File: src/rtl/br_eval.sv
// br_eval: three-state evaluator for BR instructions with branch statistics
module br_eval #(
    parameter int CNT_W = 16
) (
    input  logic             clk,
    input  logic             rst_n,
    input  logic             start,
    input  logic [15:0]      ir,
    input  logic [15:0]      pc,
    input  logic [2:0]       cc,
    output logic             busy,
    output logic             ben,
    output logic             done,
    output logic             ld_pc,
    output logic [15:0]      pc_next,
    output logic [CNT_W-1:0] br_cnt,
    output logic [CNT_W-1:0] taken_cnt
);
    typedef enum logic [1:0] {IDLE, EVAL, COMMIT} state_t;
    state_t state, state_nxt;
    logic [2:0] mask_q;
    logic [8:0] off_q;
    logic [15:0] pc_q;
    logic [2:0] cc_q;
    logic unused;
    assign unused = ^ir[15:12];
    // state register; reset aborts any evaluation in flight
    always_ff @(posedge clk) begin
        if (!rst_n) state <= IDLE;
        else state <= state_nxt;
    end
    // next state and the strobes decoded from the current state
    always_comb begin
        state_nxt = (state == IDLE) ? (start ? EVAL : IDLE) : (state == EVAL) ? COMMIT : IDLE;
        busy = state != IDLE;
        done = state == COMMIT;
        ld_pc = (state == COMMIT) && ben;
    end
    // capture on accept, evaluate in EVAL, count in COMMIT
    always_ff @(posedge clk) begin
        if (!rst_n) begin
            mask_q <= '0;
            off_q <= '0;
            pc_q <= '0;
            cc_q <= '0;
            ben <= 1'b0;
            pc_next <= '0;
            br_cnt <= '0;
            taken_cnt <= '0;
        end else begin
            if (state == IDLE && start) begin
                mask_q <= ir[11:9];
                off_q <= ir[8:0];
                pc_q <= pc;
                cc_q <= cc;
            end
            if (state == EVAL) begin
                ben <= |(mask_q & cc_q);
                pc_next <= pc_q + {{7{off_q[8]}}, off_q};
            end
            if (state == COMMIT) begin
                br_cnt <= br_cnt + CNT_W'(1);
                if (ben) taken_cnt <= taken_cnt + CNT_W'(1);
            end
        end
    end
endmodule

File: config.mk
export PLATFORM = sky130hd
export DESIGN_NAME = br_eval
export DESIGN_NICKNAME = d
export VERILOG_FILES = /design/src/rtl/br_eval.sv
export SDC_FILE = /design/constraint.sdc
export NUM_CORES = 1
export LEC_CHECK = 0
export CAP_MARGIN = 10
export CELL_PAD_IN_SITES_DETAIL_PLACEMENT = 1
export CELL_PAD_IN_SITES_GLOBAL_PLACEMENT = 1
export CORE_MARGIN = 10
export CORE_UTILIZATION = 40
export DETAILED_ROUTE_END_ITERATION = 12
export PLACE_DENSITY_LB_ADDON = 0.3
export SETUP_SLACK_MARGIN = 0.3
export SYNTH_ARGS = -nofsm -noshare
export SYNTH_HDL_FRONTEND = slang
export SYNTH_SLANG_ARGS = --single-unit
File: constraint.sdc
create_clock -name clk -period 4.8 [get_ports clk]
set_clock_uncertainty 0.15 [all_clocks]
set_input_delay 0.48 -clock clk [delete_from_list [all_inputs] [get_ports clk]]
set_output_delay 0.48 -clock clk [all_outputs]
set_load 0.005 [all_outputs]
# After elaboration in Yosys (flattened, before gate mapping)
# Cells that the tools add are included.
dict set report word_totals {
  wordCells 24
  in_bits 38
  register_bits 82
  output_inout_bits 52
}
dict set report classes {
  n_eq_ne 2
  add_sub_neg 3
  n_mux 3
  n_reduce_logical 6
  n_bitwise 1
}
# operator n
set ops {}
lappend ops {{$add A16 B1 Y16 const B} 2}
lappend ops {{$add A16 B16 Y16} 1}
lappend ops {{$mux W2} 2}
lappend ops {{$and A3 B3 Y3} 1}
lappend ops {{$reduce_or A3 Y1} 1}
lappend ops {{$eq A2 B1 Y1 const B} 1}
lappend ops {{$eq A2 B2 Y1 const B} 1}
lappend ops {{$logic_and A1 B1 Y1} 2}
lappend ops {{$logic_not A2 Y1} 1}
lappend ops {{$reduce_and A2 Y1} 1}
lappend ops {{$reduce_bool A2 Y1} 1}
lappend ops {{$mux W1} 1}

# Depth between registers and ports, before layout
dict set report depth {
  ltp_word 3
  ltp_mapped 7
  mapped_depth_nobuf 7
}

# Worst setup path after synthesis
# No wires, ideal clock.
dict set report synth_path {
  kind {reg-to-reg}
  from {register off_q[0]}
  to {register pc_next[12]}
  required_time_ns 4.528
  path_buffers 0
  period_less_slack_ns 2.325
  arrival_time_ns 2.053
  stages_incl_launch_ff 8
  setup_ns 0.122
  slack_ns 2.475
  cell_sequence {dfxtp_1 ha_1 fa_1 a21o_1 a221o_1 a41oi_2 mux2i_1 a311o_1}
}
dict set report synth_between {
  elab_chain_cells 1
}
# element line_no
set synth_lines {}
lappend synth_lines {{start: declaration} 22} ;# logic [8:0] off_q;
lappend synth_lines {{start signal: assignment} 53} ;# off_q <= ir[8:0];
lappend synth_lines {{$add A16 B16 Y16} 59} ;# pc_next <= pc_q + {{7{off_q[8]}}, off_q};
lappend synth_lines {{end signal: assignment} 59}
lappend synth_lines {{end: declaration} 15} ;# output logic [15:0] pc_next,
# Every way passes these cells.
# A chain may end at the register's enable or synchronous reset.

# Final worst setup path
dict set report layout_path {
  from {register off_q[8]}
  to {register pc_next[13]}
}
# The elaborated chain is that of the path after synthesis.

==> flow_summary.json <==
{
  "ys_types": 50,
  "max_stage_delay_ns": 0.84,
  "yosysSeqAreaShare_pct": 40.83,
  "p_leak_nw": 1.997,
  "path_cells": "ha_1 -> nand4_1 -> a2111oi_0 -> nor4_1 -> o31ai_1",
  "min_period_over_period_pct": 54.63,
  "grt_pass1_vias": 3663,
  "crit_path_end_kind": "flip-flop",
  "synthesis.area_um2": 4020,
  "dieWidth_um": 120.3,
  "mostFrequentLayoutCell": "nand2_1",
  "vias": 3561,
  "area_growth_pct": 27.92,
  "io_buffers": 85,
  "layout_common_cells": "nand2_1, clkdlybuf4s50_1, dfxtp_1",
  "fmax_mhz": 381.3,
  "std_cell_rows": 36,
  "cts_max_path_buffers": 2,
  "grt_first_pass_wirelength_um": 18290,
  "gp_congestion": 0.8794,
  "seqCellArea_um2": 1642,
  "syn_inst": 463,
  "status": "complete, no violations",
  "final_hold_viol_count": 0,
  "cpMaxStageDelayCell": "a2111oi_0",
  "drv_slew": 0,
  "cts.repair.resized": 0,
  "synth-async-reset-ratio_pct": 0,
  "crit_path_max_fanout": 9,
  "synth_xor_area_share_pct": 7.407,
  "setup.worst_path.start_class": "flip-flop",
  "fin_crit_ns": 2.622,
  "ys_warn_count": 0,
  "cts_hold_repair.buffers": 0,
  "antenna_found_initial": 0,
  "initial_core_util_pct": 41.13,
  "grt_max_degree": 62,
  "avgSynthCellArea_um2": 8.683,
  "drc": 0,
  "setup_tns_ns": 0,
  "wl_um": 10930,
  "finalNetCount": 591,
  "grt-ovfl-total": 0,
  "antenna_cells": 0,
  "io_pins": 90,
  "yosys.area_share.simple_pct": 24.59,
  "cts_tree": "built",
  "required_ns": 4.91,
  "final_core_util_pct": 52.61,
  "cts_made_buffers": 9,
  "syn_nets": 519,
  "synth_edf_count": 0,
  "place_ws_ns": 2.225,
  "total_power_mw": 1.397,
  "synth_compound_area_share_pct": 17.21,
  "slew_headroom_pct": 29.30,
  "wl_per_cell_um": 16.25,
  "cp.arrival_ns": 2.74,
  "nFillCells": 1166,
  "hpwlAfterDp_um": 8139,
  "drtIter0Drc": 201,
  "ys_ff_latch": 82,
  "cts_sinks": 82,
  "drive_gt1_share_pct": 4.444,
  "dr.pass1.iters": 4,
  "die_h_um": 120.3,
  "synthMuxAreaShare_pct": 1.525,
  "p_per_area_nw_per_um2": 271.7,
  "die_area_um2": 14460,
  "synth_top_family_by_area": "simple AND/OR/NAND/NOR gates",
  "coreArea_um2": 9774,
  "worst_slack_ns": 2.178,
  "peakVddDrop_mv": 0.1418,
  "root_buffer": "clkbuf_8",
  "drtAntennaViolNets": 0,
  "grtUsageTotal_pct": 15.12,
  "hold_ws_ns": 0.3217,
  "multi_input_area_um2": 2272,
  "synth-adder-area-share_pct": 5.789,
  "finalSetupViolCount": 0,
  "cts_setup_buffers": 0,
  "criticalPathCategory": "reg2reg",
  "synthFlopType": "dfxtp_1",
  "clk_latency_ns": 0.35,
  "worst_slew_pin_slew_ns": 1.061,
  "rsz0062_at_grt": "no",
  "post_drt_via_cell_ratio": 5.291,
  "cap_violations": 0,
  "min_path_type": "reg2reg",
  "clk_pin_slew_worst_paths_ns": 0.09,
  "htree_levels": 3
}
## power breakdown
part / switching [mW] / internal (mW) / total [mW]
sequential: 0.0177 / 0.704 / 0.721
combinational: 0.0885 / 0.0809 / 0.169
clock: 0.265 / 0.242 / 0.507
total: 0.371 / 1.03 / 1.40
## layout make-up
type | instances | share of cell area (%)
Timing Repair Buffer | 87 | 16.74
Tap cell | 133 | 3.236
Multi-Input combinational cell | 353 | 44.18
Clock buffer | 10 | 2.482
Inverter | 2 | 0.1460
Sequential cell | 82 | 31.92
Clock inverter | 6 | 1.290
## cell usage after synthesis (all sizes together), types with 2 or more instances
library cell	number	area share, %
nand2	96	9.0
dfxtp	82	41
a21boi	38	7.1
and2	26	4.0
clkbuf	25	2.3
xnor2	20	4.4
nand3	19	2.4
ha	17	5.3
nand4	15	2.3
o21ai	14	1.7
xor2	14	3.1
a21oi	13	1.6
and3	9	1.4
a21o	7	1.3
nor2	7	0.65
nor2b	7	1.1
mux2i	5	1.2
and4	4	0.87
nand2b	3	0.47
o211ai	3	0.56
o31ai	3	0.56
a211oi	2	0.37
and3b	2	0.44
inv	2	0.19
nand3b	2	0.37
nand4b	2	0.44
o211a	2	0.50
o21bai	2	0.37
or3	2	0.31
## cell families (layout without fill, tap and decap cells)
family / count (synthesis) / in the layout
AO/OA/AOI/OAI: 97 / 97
AND/OR/NAND/NOR: 198 / 198
flip-flops: 82 / 82
XOR/XNOR: 34 / 34
buffers and inverters: 28 / 105
adder cells (fa/ha/maj): 18 / 18
multiplexers: 6 / 6
## critical path, delay by kind of cell, from the launching register on
kind / cells / cell delay, ns
AOI/OAI and AO/OA: 2 / 1.12
DFF: 1 / 0.44
adders and majority gates: 1 / 0.51
and+or+nand+nor: 2 / 0.31
## stage by stage
step | cell area (um^2) | std cells
final | 5142 | 673
after CTS | 5142 | 673
after global placement | 4949 | 657
after detailed placement | 4949 | 657
after floorplan | 4020 | 463
after global routing | 5142 | 673
## state kept, by name, indices dropped and copies added, names as in the netlist
signal / flops
br_cnt: 16
state: 2
ben: 1
taken_cnt: 16
off_q: 9
cc_q: 3
pc_next: 16
pc_q: 16
mask_q: 3
## worst paths after layout
path	from	endpoint	slack, ns	depth (start not counted)
worst max register to register	off_q[8]	pc_next[13]	2.18	5
worst min register to register	pc_q[3]	pc_q[3]	0.32	2
worst max-delay path	off_q[8]	pc_next[13]	2.18	5
worst min-delay path	pc_q[3]	pc_q[3]	0.32	2
## routing by layer
layer  track usage (%)  share of wire, %
met1             17.92                47
met2             26.13                47
met3             4.235               4.6
met4             4.299               1.2
met5                 0                 0
Note: power is estimated with default switching activity, not from simulation.
